==> src/rtl/uart_rx.sv <==
`timescale 1ns/1ps
`default_nettype none
// ============================================================================
// Module   : uart_rx
// Purpose  : 8N1 asynchronous serial receiver with mid-bit sampling, valid strobe
//            and framing status. Define UART_RX_PARITY_EN for 8E1 with parity_err.
// Revision : 1.0 - initial release
// ============================================================================
module uart_rx #(
  parameter int CLKS_PER_BIT = 10416
) (
  input  logic       clk,
  input  logic       reset,
  input  logic       RxD,
  output logic [7:0] data,
  output logic       rx_valid,
  output logic       frame_err,
  output logic       busy
`ifdef UART_RX_PARITY_EN
  ,
  output logic       parity_err
`endif
);

  localparam int c_CW = (CLKS_PER_BIT > 1) ? $clog2(CLKS_PER_BIT) : 1;
  localparam logic [c_CW-1:0] c_HALF_M1 = c_CW'(CLKS_PER_BIT / 2 - 1);
  localparam logic [c_CW-1:0] c_FULL_M1 = c_CW'(CLKS_PER_BIT - 1);

  localparam logic [2:0] c_IDLE      = 3'd0;
  localparam logic [2:0] c_START     = 3'd1;
  localparam logic [2:0] c_DATA      = 3'd2;
`ifdef UART_RX_PARITY_EN
  localparam logic [2:0] c_PARITY    = 3'd3;
`endif
  localparam logic [2:0] c_STOP      = 3'd4;
  localparam logic [2:0] c_WAIT_HIGH = 3'd5;

  logic            r_sync1;
  logic            r_rxd_s;
  logic [2:0]      r_state;
  logic [2:0]      w_state_nxt;
  logic [c_CW-1:0] r_baud;
  logic [3:0]      r_bitcnt;
  logic [7:0]      r_shift;
  logic            w_tick_half;
  logic            w_tick_full;
  logic            w_sample;
  logic            w_stop_sample;
  logic            w_par_bad;
  logic            w_good;

  assign w_tick_half = (r_baud == c_HALF_M1);
  assign w_tick_full = (r_baud == c_FULL_M1);

  // Synchroniser idles high so reset never fakes a start bit.
  always_ff @(posedge clk) begin
    if (reset) begin
      r_sync1 <= 1'b1;
      r_rxd_s <= 1'b1;
    end else begin
      r_sync1 <= RxD;
      r_rxd_s <= r_sync1;
    end
  end

  always_ff @(posedge clk) begin
    if (reset) r_state <= c_IDLE;
    else       r_state <= w_state_nxt;
  end

  always_comb begin
    w_state_nxt = r_state;
    case (r_state)
      c_IDLE:      if (!r_rxd_s) w_state_nxt = c_START;
      c_START:     if (w_tick_half) w_state_nxt = r_rxd_s ? c_IDLE : c_DATA;
      c_DATA: begin
        if (w_tick_full && (r_bitcnt == 4'd7)) begin
`ifdef UART_RX_PARITY_EN
          w_state_nxt = c_PARITY;
`else
          w_state_nxt = c_STOP;
`endif
        end
      end
`ifdef UART_RX_PARITY_EN
      c_PARITY:    if (w_tick_full) w_state_nxt = c_STOP;
`endif
      // A low stop bit may be a break; hold off until the line returns high.
      c_STOP:      if (w_tick_full) w_state_nxt = r_rxd_s ? c_IDLE : c_WAIT_HIGH;
      c_WAIT_HIGH: if (r_rxd_s) w_state_nxt = c_IDLE;
      default:     w_state_nxt = c_IDLE;
    endcase
  end

  always_comb begin
    busy          = (r_state != c_IDLE);
    w_sample      = 1'b0;
    w_stop_sample = 1'b0;
    case (r_state)
      c_START: w_sample = w_tick_half;
      c_DATA:  w_sample = w_tick_full;
`ifdef UART_RX_PARITY_EN
      c_PARITY: w_sample = w_tick_full;
`endif
      c_STOP: begin
        w_sample      = w_tick_full;
        w_stop_sample = w_tick_full;
      end
      default: w_sample = 1'b0;
    endcase
  end

`ifdef UART_RX_PARITY_EN
  logic r_par_bit;

  always_ff @(posedge clk) begin
    if (reset)                                  r_par_bit <= 1'b0;
    else if ((r_state == c_PARITY) && w_tick_full) r_par_bit <= r_rxd_s;
  end

  assign w_par_bad = (^r_shift) ^ r_par_bit;

  always_ff @(posedge clk) begin
    if (reset) parity_err <= 1'b0;
    else       parity_err <= w_stop_sample && w_par_bad;
  end
`else
  assign w_par_bad = 1'b0;
`endif

  assign w_good = w_stop_sample && r_rxd_s && !w_par_bad;

  always_ff @(posedge clk) begin
    if (reset) begin
      r_baud    <= '0;
      r_bitcnt  <= 4'd0;
      r_shift   <= 8'h00;
      data      <= 8'h00;
      rx_valid  <= 1'b0;
      frame_err <= 1'b0;
    end else begin
      if ((r_state == c_IDLE) || (r_state == c_WAIT_HIGH) || w_sample) r_baud <= '0;
      else                                                           r_baud <= r_baud + c_CW'(1);

      if (r_state == c_START)                 r_bitcnt <= 4'd0;
      else if ((r_state == c_DATA) && w_tick_full) r_bitcnt <= r_bitcnt + 4'd1;

      // LSB arrives first, so each bit enters at the top and shifts down.
      if ((r_state == c_DATA) && w_tick_full) r_shift <= {r_rxd_s, r_shift[7:1]};

      rx_valid  <= w_good;
      frame_err <= w_stop_sample && !r_rxd_s;
      if (w_good) data <= r_shift;
    end
  end

endmodule
`default_nettype wire

==> config.mk <==
export PLATFORM = sky130hd
export DESIGN_NAME = uart_rx
export DESIGN_NICKNAME = d
export VERILOG_FILES = /design/src/rtl/uart_rx.sv
export SDC_FILE = /design/constraint.sdc
export NUM_CORES = 1
export LEC_CHECK = 0
export CORE_ASPECT_RATIO = 1.5
export CORE_UTILIZATION = 45
export CTS_CLUSTER_DIAMETER = 40
export DETAILED_ROUTE_END_ITERATION = 10
export DONT_BUFFER_PORTS = 1
export HOLD_SLACK_MARGIN = 0.15
export SETUP_SLACK_MARGIN = 0.05
export SYNTH_ARGS = -nofsm -noshare
export SYNTH_HDL_FRONTEND = slang
export SYNTH_SLANG_ARGS = --single-unit
==> constraint.sdc <==
create_clock -name clk -period 2.3 [get_ports clk]
set_input_delay 0.46 -clock clk [delete_from_list [all_inputs] [get_ports clk]]
set_output_delay 0.46 -clock clk [all_outputs]
set_load 0.01 [all_outputs]
==> flow_summary_export.csv <==
group,metric,value,unit
outcome,status,"completed",
placed_design,place.port_buffers,0,
power_and_ir_drop,p_per_area,666,nW/um^2
yosys,yosysMostFrequentCell,"dfxtp_1",
yosys,synth_ff_type,"dfxtp_1",
yosys,synth_top_family_by_area,"simple AND/OR/NAND/NOR gates",
yosys,yosys_register_bits,41,
floorplan,die_area,4150,um^2
critical_path,crit_fanout,4,
critical_path,r2r-end,"r_state[2]",
cts,cts-root-buf,"clkbuf_8",
global_route,grt_pass1_vias,1288,
final_layout,diodes,0,
power_and_ir_drop,clkPwrFrac,0.374,
sta,setup_viol,0,
final_layout,finalInstanceArea,1900,um^2
run,maxCapViolations,0,
sta,fin_crit,2.12,ns
floorplan,floorplan.initialDensity,0.476,
sta,finalSetupTns,0,ns
yosys,synthMuxAreaShare,0.0914,
sta,drv_slew,0,
critical_path,slowest_delay,0.59,ns
yosys,syn_avg_cell_area,9.47,um^2
power_and_ir_drop,p_seq_frac,0.575,
yosys,synthTopCellsByCount,"dfxtp_1 (41), nor2_1 (39), mux2i_1 (16)",
sta,holdWs,0.235,ns
power_and_ir_drop,swShare,0.223,
yosys,yosysUniqueCellTypes,37,
critical_path,r2r_start,"r_baud[0]",
critical_path,crit_path_start,"r_baud[0]",
yosys,synth_compound_gate_area_share,0.0429,
yosys,yosysWarningCount,0,
final_layout,drive_gt1_frac,0.128,
cts,post_cts_buffers,0,
final_layout,fin_cells,231,
yosys,synth_edf_count,0,
floorplan,placementRows,27,
drt,drc_errors,0,
drt,drt_pass1_iterations,3,
critical_path,cp-start-kind,"flop",
yosys,postSynthCellCount,185,
cts,cts_resized,0,
yosys,syn_nets,190,
drt,post_drt_wl_per_cell,13.5,um
yosys,yosysTopAreaCellShare,0.469,
yosys,synth_adder_area_share,0.0143,
drt,vias_per_cell,5.35,
cts,clk_pin_slew,0.08,ns
critical_path,critPathCaptureType,"flop",
cts,cts_tree,"done",
critical_path,cp.arrival,2.30,ns
yosys,synthTopCellsByArea,"dfxtp_1 (47%), mux2i_1 (9.1%), nor2_1 (8.4%)",
global_route,grt-ovfl-total,0,
floorplan,ios,14,
global_route,antenna_found_initial,0,
floorplan,die_h,78.4,um
global_route,grt_pass1_wl,5.40,mm
sta,tightest_slew,0.390,ns
power_and_ir_drop,switching_power,283,uW
power_and_ir_drop,comb_power_share,0.051,
yosys,synth_xor_area_frac,0.0850,
global_route,track_usage,0.178,
power_and_ir_drop,ir_worst_vdd,0.408,mV
power_and_ir_drop,leakagePower,0.000774,uW
critical_path,worstSetupPathType,"flop to flop",
cts,hold_buffers,0,
yosys,synth_top_cell_by_area,"dfxtp_1",
critical_path,r2r_setup_slack,0.18,ns
drt,drt-total-wl,3.13,mm
drt,final_antenna_net_count,0,
yosys,synth_simple_gate_area_share,0.280,
sta,grt_setup_unrepaired,"no",
drt,vias,1236,
floorplan,fp.coreArea,3680,um^2
sta,hold_viol,0,
sta,fin_crit_sh,0.921,
cts,clk_latency,0.29,ns
sta,relSlewSlack,0.740,
drt,drtIter0Drc,10,
yosys,synthesis.area,1750,um^2
final_layout,area_growth,8.64,%
placed_design,place_inst,224,
yosys,postSynth.asyncResetShare,0,
critical_path,endpoint,"r_state[2]",
floorplan,die_x,52.9,um
placed_design,dp_hpwl,2.28,mm
sta,fin_skew,0.00762,ns
power_and_ir_drop,p_int,984,uW
cts,clock_sinks,41,
cts,numCtsBuffers,5,
global_route,grt_start_max_net_pins,25,
final_layout,final_nets,193,
critical_path,cp_slowest_cell,"or4_4",
sta,max_freq,472,MHz
placed_design,gp_congestion,0.833,
critical_path,ff2ff_path_depth,6,
cts,cts_buffer_depth,2,
worst_hold_path,worstHoldPathType,"primary input to flop",
critical_path,critPathRequiredTime,2.48,ns
yosys,seq_area_frac_synth,0.469,
cts,ctsHtreeMaxLevel,2,
placed_design,dpl-instance-area,1810,um^2
critical_path,cp_cell_sequence,"ha_1 -> nand3_1 -> or4_4 -> a221o_1 -> o21ai_1 -> a21oi_1",
[placed cells by master, fill, tap and decap left out, types with 2 or more instances in the layout]
cell type  instances
and3_1             3
nor2_1            39
xor2_1            10
mux2i_1           16
nand2_1            8
nor4_1             2
xnor2_1            7
or3b_2             2
nor3b_1            3
nand3b_1           3
clkbuf_8           6
o21ai_1            2
ha_1               2
nand4b_1           2
dfxtp_1           41
or2_2              4
buf_4              2
a21oi_1            4
nor3_1             3
nand3_1           10
[cells by family (layout without fill, tap and decap cells)]
group,count (synthesis),count (layout)
xor gates and xnor gates,17,17
muxes,16,16
and+or+nand+nor,90,90
adders and majority gates,2,2
DFF,41,41
buffers and inverters,8,11
AOI/OAI and AO/OA,11,11
[per-layer routing]
metal | share of wire | track usage
met1 | 0.40 | 0.182
met2 | 0.55 | 0.313
met3 | 0.028 | 0.0543
met4 | 0.020 | 0.0895
met5 | 0 | 0
[through the flow]
step | setup slack (ns) | util | power (uW)
6_report | 0.181 | 0.517 | 1270
3_5_place_dp | 0.183 | 0.492 | 810
3_3_place_gp | 0.223 | 0.492 | 808
4_1_cts | 0.168 | 0.517 | 1280
2_1_floorplan | 0.305 | - | 796
5_1_grt | 0.0592 | 0.517 | 1320
[critical path, delay by kind of cell, from the launching register on]
kind / cells / cell delay (ns)
AO/OA/AOI/OAI: 3 / 0.60
adder cells (fa/ha/maj): 1 / 0.25
flip-flops: 1 / 0.39
AND/OR/NAND/NOR: 2 / 0.78
[worst min path at each step]
stage	startpoint	to	depth (start not counted)
after CTS	reset	r_shift[7]	1
final	reset	r_shift[7]	1
after detailed placement	r_sync1	r_rxd_s	1
after floorplan	r_sync1	r_rxd_s	1
after global placement	r_sync1	r_rxd_s	1
after global routing	reset	r_shift[7]	1
[power by group through the flow]
stage | Combinational [uW] | Sequential (uW) | Clock (uW)
after global routing | 72.4 | 730 | 519
after global placement | 63.5 | 745 | 0
final | 64.2 | 729 | 474
after CTS | 65.2 | 728 | 486
after detailed placement | 65.1 | 745 | 0
after floorplan | 61.2 | 735 | 0
[final cells by class]
| cell class | instances | area (um^2) |
|---|---|---|
| Timing Repair Buffer | 3 | 35.0 |
| Sequential cell | 41 | 821 |
| Fill cell | 341 | 1780 |
| Inverter | 1 | 3.75 |
| Clock buffer | 6 | 82.6 |
| Multi-Input combinational cell | 136 | 900 |
| Clock inverter | 1 | 7.51 |
| Tap cell | 43 | 53.8 |
[flip-flops by register name (all words and copies together) (netlist names)]
register,cells
r_state,3
r_bitcnt,4
r_baud,14
r_rxd_s,1
rx_valid,1
data,8
r_sync1,1
r_shift,8
frame_err,1
Power figures use the tool's default switching activity.
